**src/rtl/rxuart.sv**
```systemverilog
// 8N1 UART receiver with fractional baud-tick oversampling and start-edge resync.
// Optional RXUART_MAJORITY_EN: 2-of-3 majority vote around each mid-bit sample.
//
// state   | meaning
// IDLE    | waiting for a falling edge on an armed line
// START   | validating the start bit at its mid point
// DATA    | shifting in 8 data bits, LSB first
// STOP    | sampling the stop bit and delivering the byte
module rxuart #(
  parameter int CLK_HZ     = 16000000,
  parameter int BAUD       = 115200,
  parameter int OVERSAMPLE = 16
) (
  input  logic       i_clk,
  input  logic       i_rst_n,
  input  logic       i_uart_rx,
  output logic [7:0] o_data,
  output logic       o_valid,
  output logic       o_frame_err,
  output logic       o_busy
);

  localparam int ACC_W = $clog2(CLK_HZ) + 1;
  localparam int SUB_W = $clog2(OVERSAMPLE);
  localparam logic [ACC_W-1:0] ACC_INC = ACC_W'(BAUD * OVERSAMPLE);
  localparam logic [ACC_W-1:0] ACC_MOD = ACC_W'(CLK_HZ);

  // Sub-bit count seen on the tick that advances the counter to the decision point.
`ifdef RXUART_MAJORITY_EN
  localparam logic [SUB_W-1:0] TAP_A      = SUB_W'(OVERSAMPLE / 2 - 2);
  localparam logic [SUB_W-1:0] TAP_B      = SUB_W'(OVERSAMPLE / 2 - 1);
  localparam logic [SUB_W-1:0] DECIDE_CNT = SUB_W'(OVERSAMPLE / 2);
`else
  localparam logic [SUB_W-1:0] DECIDE_CNT = SUB_W'(OVERSAMPLE / 2 - 1);
`endif

  typedef enum logic [1:0] {S_IDLE, S_START, S_DATA, S_STOP} state_t;

  state_t           state, state_nxt;
  logic             rx_m, rx_s;
  logic [ACC_W-1:0] acc, acc_sum;
  logic             tick;
  logic [SUB_W-1:0] sub_cnt;
  logic [2:0]       bit_cnt;
  logic [7:0]       shift;
  logic             armed;
  logic             bit_val;
  logic             sample_now;
  logic             clr_timing;
  logic             frame_done;

  always_ff @(posedge i_clk or negedge i_rst_n) begin
    if (!i_rst_n) begin
      rx_m <= 1'b1;
      rx_s <= 1'b1;
    end else begin
      rx_m <= i_uart_rx;
      rx_s <= rx_m;
    end
  end

  assign acc_sum    = acc + ACC_INC;
  assign tick       = (acc_sum >= ACC_MOD);
  assign sample_now = tick && (sub_cnt == DECIDE_CNT);

`ifdef RXUART_MAJORITY_EN
  logic smp_a, smp_b;

  always_ff @(posedge i_clk or negedge i_rst_n) begin
    if (!i_rst_n) begin
      smp_a <= 1'b1;
      smp_b <= 1'b1;
    end else if (tick) begin
      if (sub_cnt == TAP_A) smp_a <= rx_s;
      if (sub_cnt == TAP_B) smp_b <= rx_s;
    end
  end

  assign bit_val = (smp_a & smp_b) | (smp_a & rx_s) | (smp_b & rx_s);
`else
  assign bit_val = rx_s;
`endif

  always_ff @(posedge i_clk or negedge i_rst_n) begin
    if (!i_rst_n) state <= S_IDLE;
    else          state <= state_nxt;
  end

  always_comb begin
    state_nxt  = state;
    clr_timing = 1'b0;
    frame_done = 1'b0;
    case (state)
      S_IDLE: begin
        if (!rx_s && armed) begin
          state_nxt  = S_START;
          clr_timing = 1'b1;
        end
      end
      S_START: begin
        if (sample_now) state_nxt = bit_val ? S_IDLE : S_DATA;
      end
      S_DATA: begin
        if (sample_now && (bit_cnt == 3'd7)) state_nxt = S_STOP;
      end
      S_STOP: begin
        if (sample_now) begin
          state_nxt  = S_IDLE;
          frame_done = 1'b1;
        end
      end
      default: state_nxt = S_IDLE;
    endcase
  end

  // Tick phase restarts on every start edge so sampling tracks the sender.
  always_ff @(posedge i_clk or negedge i_rst_n) begin
    if (!i_rst_n) begin
      acc     <= '0;
      sub_cnt <= '0;
    end else if (clr_timing) begin
      acc     <= '0;
      sub_cnt <= '0;
    end else if (tick) begin
      acc     <= acc_sum - ACC_MOD;
      sub_cnt <= sub_cnt + 1'b1;
    end else begin
      acc     <= acc_sum;
    end
  end

  always_ff @(posedge i_clk or negedge i_rst_n) begin
    if (!i_rst_n) begin
      bit_cnt <= '0;
      shift   <= '0;
    end else if (sample_now) begin
      if (state == S_START) bit_cnt <= '0;
      if (state == S_DATA) begin
        bit_cnt <= bit_cnt + 1'b1;
        shift   <= {bit_val, shift[7:1]};
      end
    end
  end

  // A held-low line must go high again before another start edge counts.
  always_ff @(posedge i_clk or negedge i_rst_n) begin
    if (!i_rst_n)                     armed <= 1'b0;
    else if (clr_timing)              armed <= 1'b0;
    else if (frame_done)              armed <= rx_s;
    else if ((state == S_IDLE) && rx_s) armed <= 1'b1;
  end

  always_ff @(posedge i_clk or negedge i_rst_n) begin
    if (!i_rst_n) begin
      o_data      <= 8'h00;
      o_valid     <= 1'b0;
      o_frame_err <= 1'b0;
    end else begin
      o_valid <= frame_done;
      if (frame_done) begin
        o_data      <= shift;
        o_frame_err <= ~bit_val;
      end else begin
        o_frame_err <= 1'b0;
      end
    end
  end

  assign o_busy = (state != S_IDLE);

endmodule
```
**config.mk**
```make
export PLATFORM = sky130hd
export DESIGN_NAME = rxuart
export DESIGN_NICKNAME = d
export VERILOG_FILES = /design/src/rtl/rxuart.sv
export SDC_FILE = /design/constraint.sdc
export NUM_CORES = 1
export LEC_CHECK = 0
export ABC_AREA = 1
export CAP_MARGIN = 10
export CORE_MARGIN = 2
export CORE_UTILIZATION = 59
export DETAILED_ROUTE_END_ITERATION = 10
export PLACE_DENSITY = 0.76
export SETUP_SLACK_MARGIN = 0.1
export SLEW_MARGIN = 20
export SYNTH_ARGS = -nofsm -noshare
export SYNTH_HDL_FRONTEND = slang
export SYNTH_SLANG_ARGS = --single-unit
```
**constraint.sdc**
```tcl
create_clock -name i_clk -period 3 [get_ports i_clk]
set_input_delay 0.6 -clock i_clk [delete_from_list [all_inputs] [get_ports i_clk]]
set_output_delay 0.6 -clock i_clk [all_outputs]
set_load 0.02 [all_outputs]
```
==> flow_metrics.env <==
export IMPL_outcome="finished clean"
export IMPL_cts_root_buf="clkbuf_8"
export IMPL_htreeDepth=2
export IMPL_placed_area_um2=2600
export IMPL_start_util_pct=61.43
export IMPL_yosysWarnings=0
export IMPL_endpoint_kind="flop"
export IMPL_yosysTopAreaCell="dfrtp_1"
export IMPL_grt_use_total_pct=22.56
export IMPL_crit_chain="ha_1 > nand2_1 > inv_2 > nand2_4 > nand2_4 > xor2_2 > nand2_2 > nor2_4 > nand2_2 > nand2_4 > nand2_4 > inv_2 > nand2_4 > nand2_1 > nand2_1 > o21ai_1 > inv_1"
export IMPL_drv_slew=0
export IMPL_fillerInstances=351
export IMPL_maxCapViolCount=0
export IMPL_synth_edf_count=0
export IMPL_syn_avg_cell_area_um2=8.246
export IMPL_cts_tree="done"
export IMPL_die_width_um=68.54
export IMPL_multiInputGateArea_um2=1122
export IMPL_post_cts_resized=0
export IMPL_globalplace_congestion=0.8541
export IMPL_design_core_area_um2=4000
export IMPL_slew_headroom_pct=49.50
export IMPL_cp_data_arrival_time_ns=2.70
export IMPL_worst_path_most_repeated_cell="nand2_4"
export IMPL_setup_tns_final_ns=0
export IMPL_clock_sinks=45
export IMPL_grt_ovfl_total=0
export IMPL_async_flop_share_pct=100.0
export IMPL_ant_nets=0
export IMPL_cpLargestDelayFamily="simple AND/OR/NAND/NOR gates"
export IMPL_cts_buffer_depth=2
export IMPL_critPathMaxFanout=22
export IMPL_cts_inserted_buffers=5
export IMPL_synth_nets=312
export IMPL_critical_path_class="flop to flop"
export IMPL_drc=0
export IMPL_hold_class="input port to asynchronous set/reset pin"
export IMPL_grt_pass1_wl_um=7693
export IMPL_dr_pass1_iters=4
export IMPL_areaGrowthSynthToFinish_pct=9.827
export IMPL_routedWlPerCell_um=11.99
export IMPL_wl_um=4363
export IMPL_clk_pin_slew_worst_paths_ns=0.09
export IMPL_final_layout_size_suffix_gt1_share_pct=13.06
export IMPL_antennaDiodeCount=0
export IMPL_path_buf_inv=3
export IMPL_power_leakage_uw=0.001401
export IMPL_cts_setup_buffers=0
export IMPL_dp_cells=356
export IMPL_dr_total_vias=1888
export IMPL_yosysUniqueCellTypes=35
export IMPL_fp_dieArea_um2=4697
export IMPL_synth_area_um2=2457
export IMPL_drt_iter0_drc=93
export IMPL_post_route_util_pct=67.47
export IMPL_yosysSeqAreaShare_pct=45.93
export IMPL_cts_hold_buffers=0
export IMPL_postLayoutCellArea_um2=2699
export IMPL_regArea_um2=1129
export IMPL_fmax_mhz=399.3
export IMPL_io_buffers=13
export IMPL_nNetsFinal=327
export IMPL_vdd_drop_max_mv=0.4694
export IMPL_fin_skew_ns=0.01127
export IMPL_synth_top_cells_by_area="dfrtp_1 (44%), nand2_1 (12%), inv_1 (5.7%)"
export IMPL_crit_slowest_cell="dfrtp_1"
export IMPL_cp_slowest_stage_delay_ns=0.46
export IMPL_ys_flop_type="dfrtp_1"
export IMPL_vias_per_cell=5.187
export IMPL_post_dp_hpwl_um=3213
export IMPL_worst_skew_pair_late_latency_ns=0.30
export IMPL_power_density_nw_per_um2=873.8
export IMPL_layout_min_cycle_time_ns=2.505
export IMPL_layout_cells_non_filler=364
export IMPL_finalSetupViolCount=0
export IMPL_start_kind="flop"
export IMPL_antenna_found_initial=0
export IMPL_fin_crit_sh_pct=83.49
export IMPL_grt_max_degree=46
export IMPL_synth_seq_cells=45
export IMPL_synth_top_area_share_pct=43.79
export IMPL_syn_inst=298
export IMPL_synth_most_common_cell="nand2_1"
export IMPL_synth_common_cells="nand2_1 (77), dfrtp_1 (43), inv_1 (37), nor2_1 (20), nand3_1 (16)"
export IMPL_rsz0062_at_grt="false"
export IMPL_worstPathRequired_ns=3.19
export IMPL_hold_viol_final=0
export IMPL_io_pins=14
export IMPL_grt_pass1_vias=1831
export IMPL_die_h_um=68.54
export IMPL_rows=23
export IMPL_tightest_slew_ns=0.7517
export IMPL_power_uw=2358
-- worst paths after layout --
| path | start | end | slack (ns) | depth (start not counted) |
|---|---|---|---|---|
| min reg2reg | rx_m$_DFF_PN1_ | bit_val$_DFF_PN1_ | 0.36 | 0 |
| max in group asynchronous | i_rst_n | shift[0]$_DFFE_PN0P_ | 2.34 | 1 |
| min | i_rst_n | acc[17]$_DFF_PN0_ | 0.29 | 1 |
| min in group i_clk | rx_m$_DFF_PN1_ | bit_val$_DFF_PN1_ | 0.36 | 0 |
| max | acc[13]$_DFF_PN0_ | armed$_DFFE_PN0P_ | 0.50 | 17 |
| max reg2reg | acc[13]$_DFF_PN0_ | armed$_DFFE_PN0P_ | 0.50 | 17 |
-- metrics by stage --
step	hold slack [ns]	setup WS (ns)
2_1_floorplan	0.3044	0.9291
3_3_place_gp	0.3461	0.6229
3_5_place_dp	0.3490	0.5046
4_1_cts	0.3610	0.4804
5_1_grt	0.3295	0.2519
6_report	0.2915	0.4954
-- layer usage --
layer	global-route usage, %	vias to the layer above	wire length, um	part of all wire, %
met5	0	-	0	0
met4	8.250	0	71	1.6
met3	5.682	8	136	3.1
met2	39.30	17	2160	50
met1	26.82	887	1995	46
li1	-	976	-	-
-- registers in the layout, indices dropped and copies added, names as in the netlist, 2 cells and up --
signal / flops
o_data: 8
sub_cnt: 4
bit_cnt: 3
shift: 8
state: 2
acc: 15
-- logic make-up after synthesis --
family	share of synthesized area, %
AND/OR/NAND/NOR	26.88
AO/OA/AOI/OAI	12.17
buffers and inverters	8.401
flip-flops	45.93
adder cells (fa/ha/maj)	5.601
XOR/XNOR	1.019
-- where the power goes --
group / internal [uW] / leakage [uW] / switching (uW) / total (uW)
clock: 187 / 0.0000512 / 202 / 389
combinational: 378 / 0.000757 / 728 / 1110
sequential: 740 / 0.000593 / 124 / 863
-- cell usage in the layout (no fill, tap or decap), drive strengths merged, types with 4 or more instances in the layout --
master         Yosys  routed
o21ai             30      30
clkdlybuf4s50      0      12
ha                11      11
nand2             87      87
nand3             16      16
clkbuf             1       6
dfrtp             43      43
nand4              4       4
a21oi             15      15
nor3               7       7
inv               43      43
nor2              23      23
-- cell type report --
class	instances	share of cell area, %
Clock buffer	6	3.060
Sequential cell	45	41.82
Inverter	43	5.981
Multi-Input combinational cell	205	41.59
Tap cell	50	2.318
Clock inverter	2	0.5100
Timing Repair Buffer	13	4.729
-- worst reg2reg max path: stages, from the launching register on --
cell and delay [ns]:
dfrtp_1 0.46, ha_1 0.26, nand2_1 0.11, inv_2 0.05, nand2_4 0.07, nand2_4 0.06, xor2_2 0.20, nand2_2 0.11
nor2_4 0.14, nand2_2 0.08, nand2_4 0.21, nand2_4 0.13, inv_2 0.11, nand2_4 0.13, nand2_1 0.12, nand2_1 0.05
o21ai_1 0.06, inv_1 0.04
Note: power is estimated with default switching activity, not from simulation.
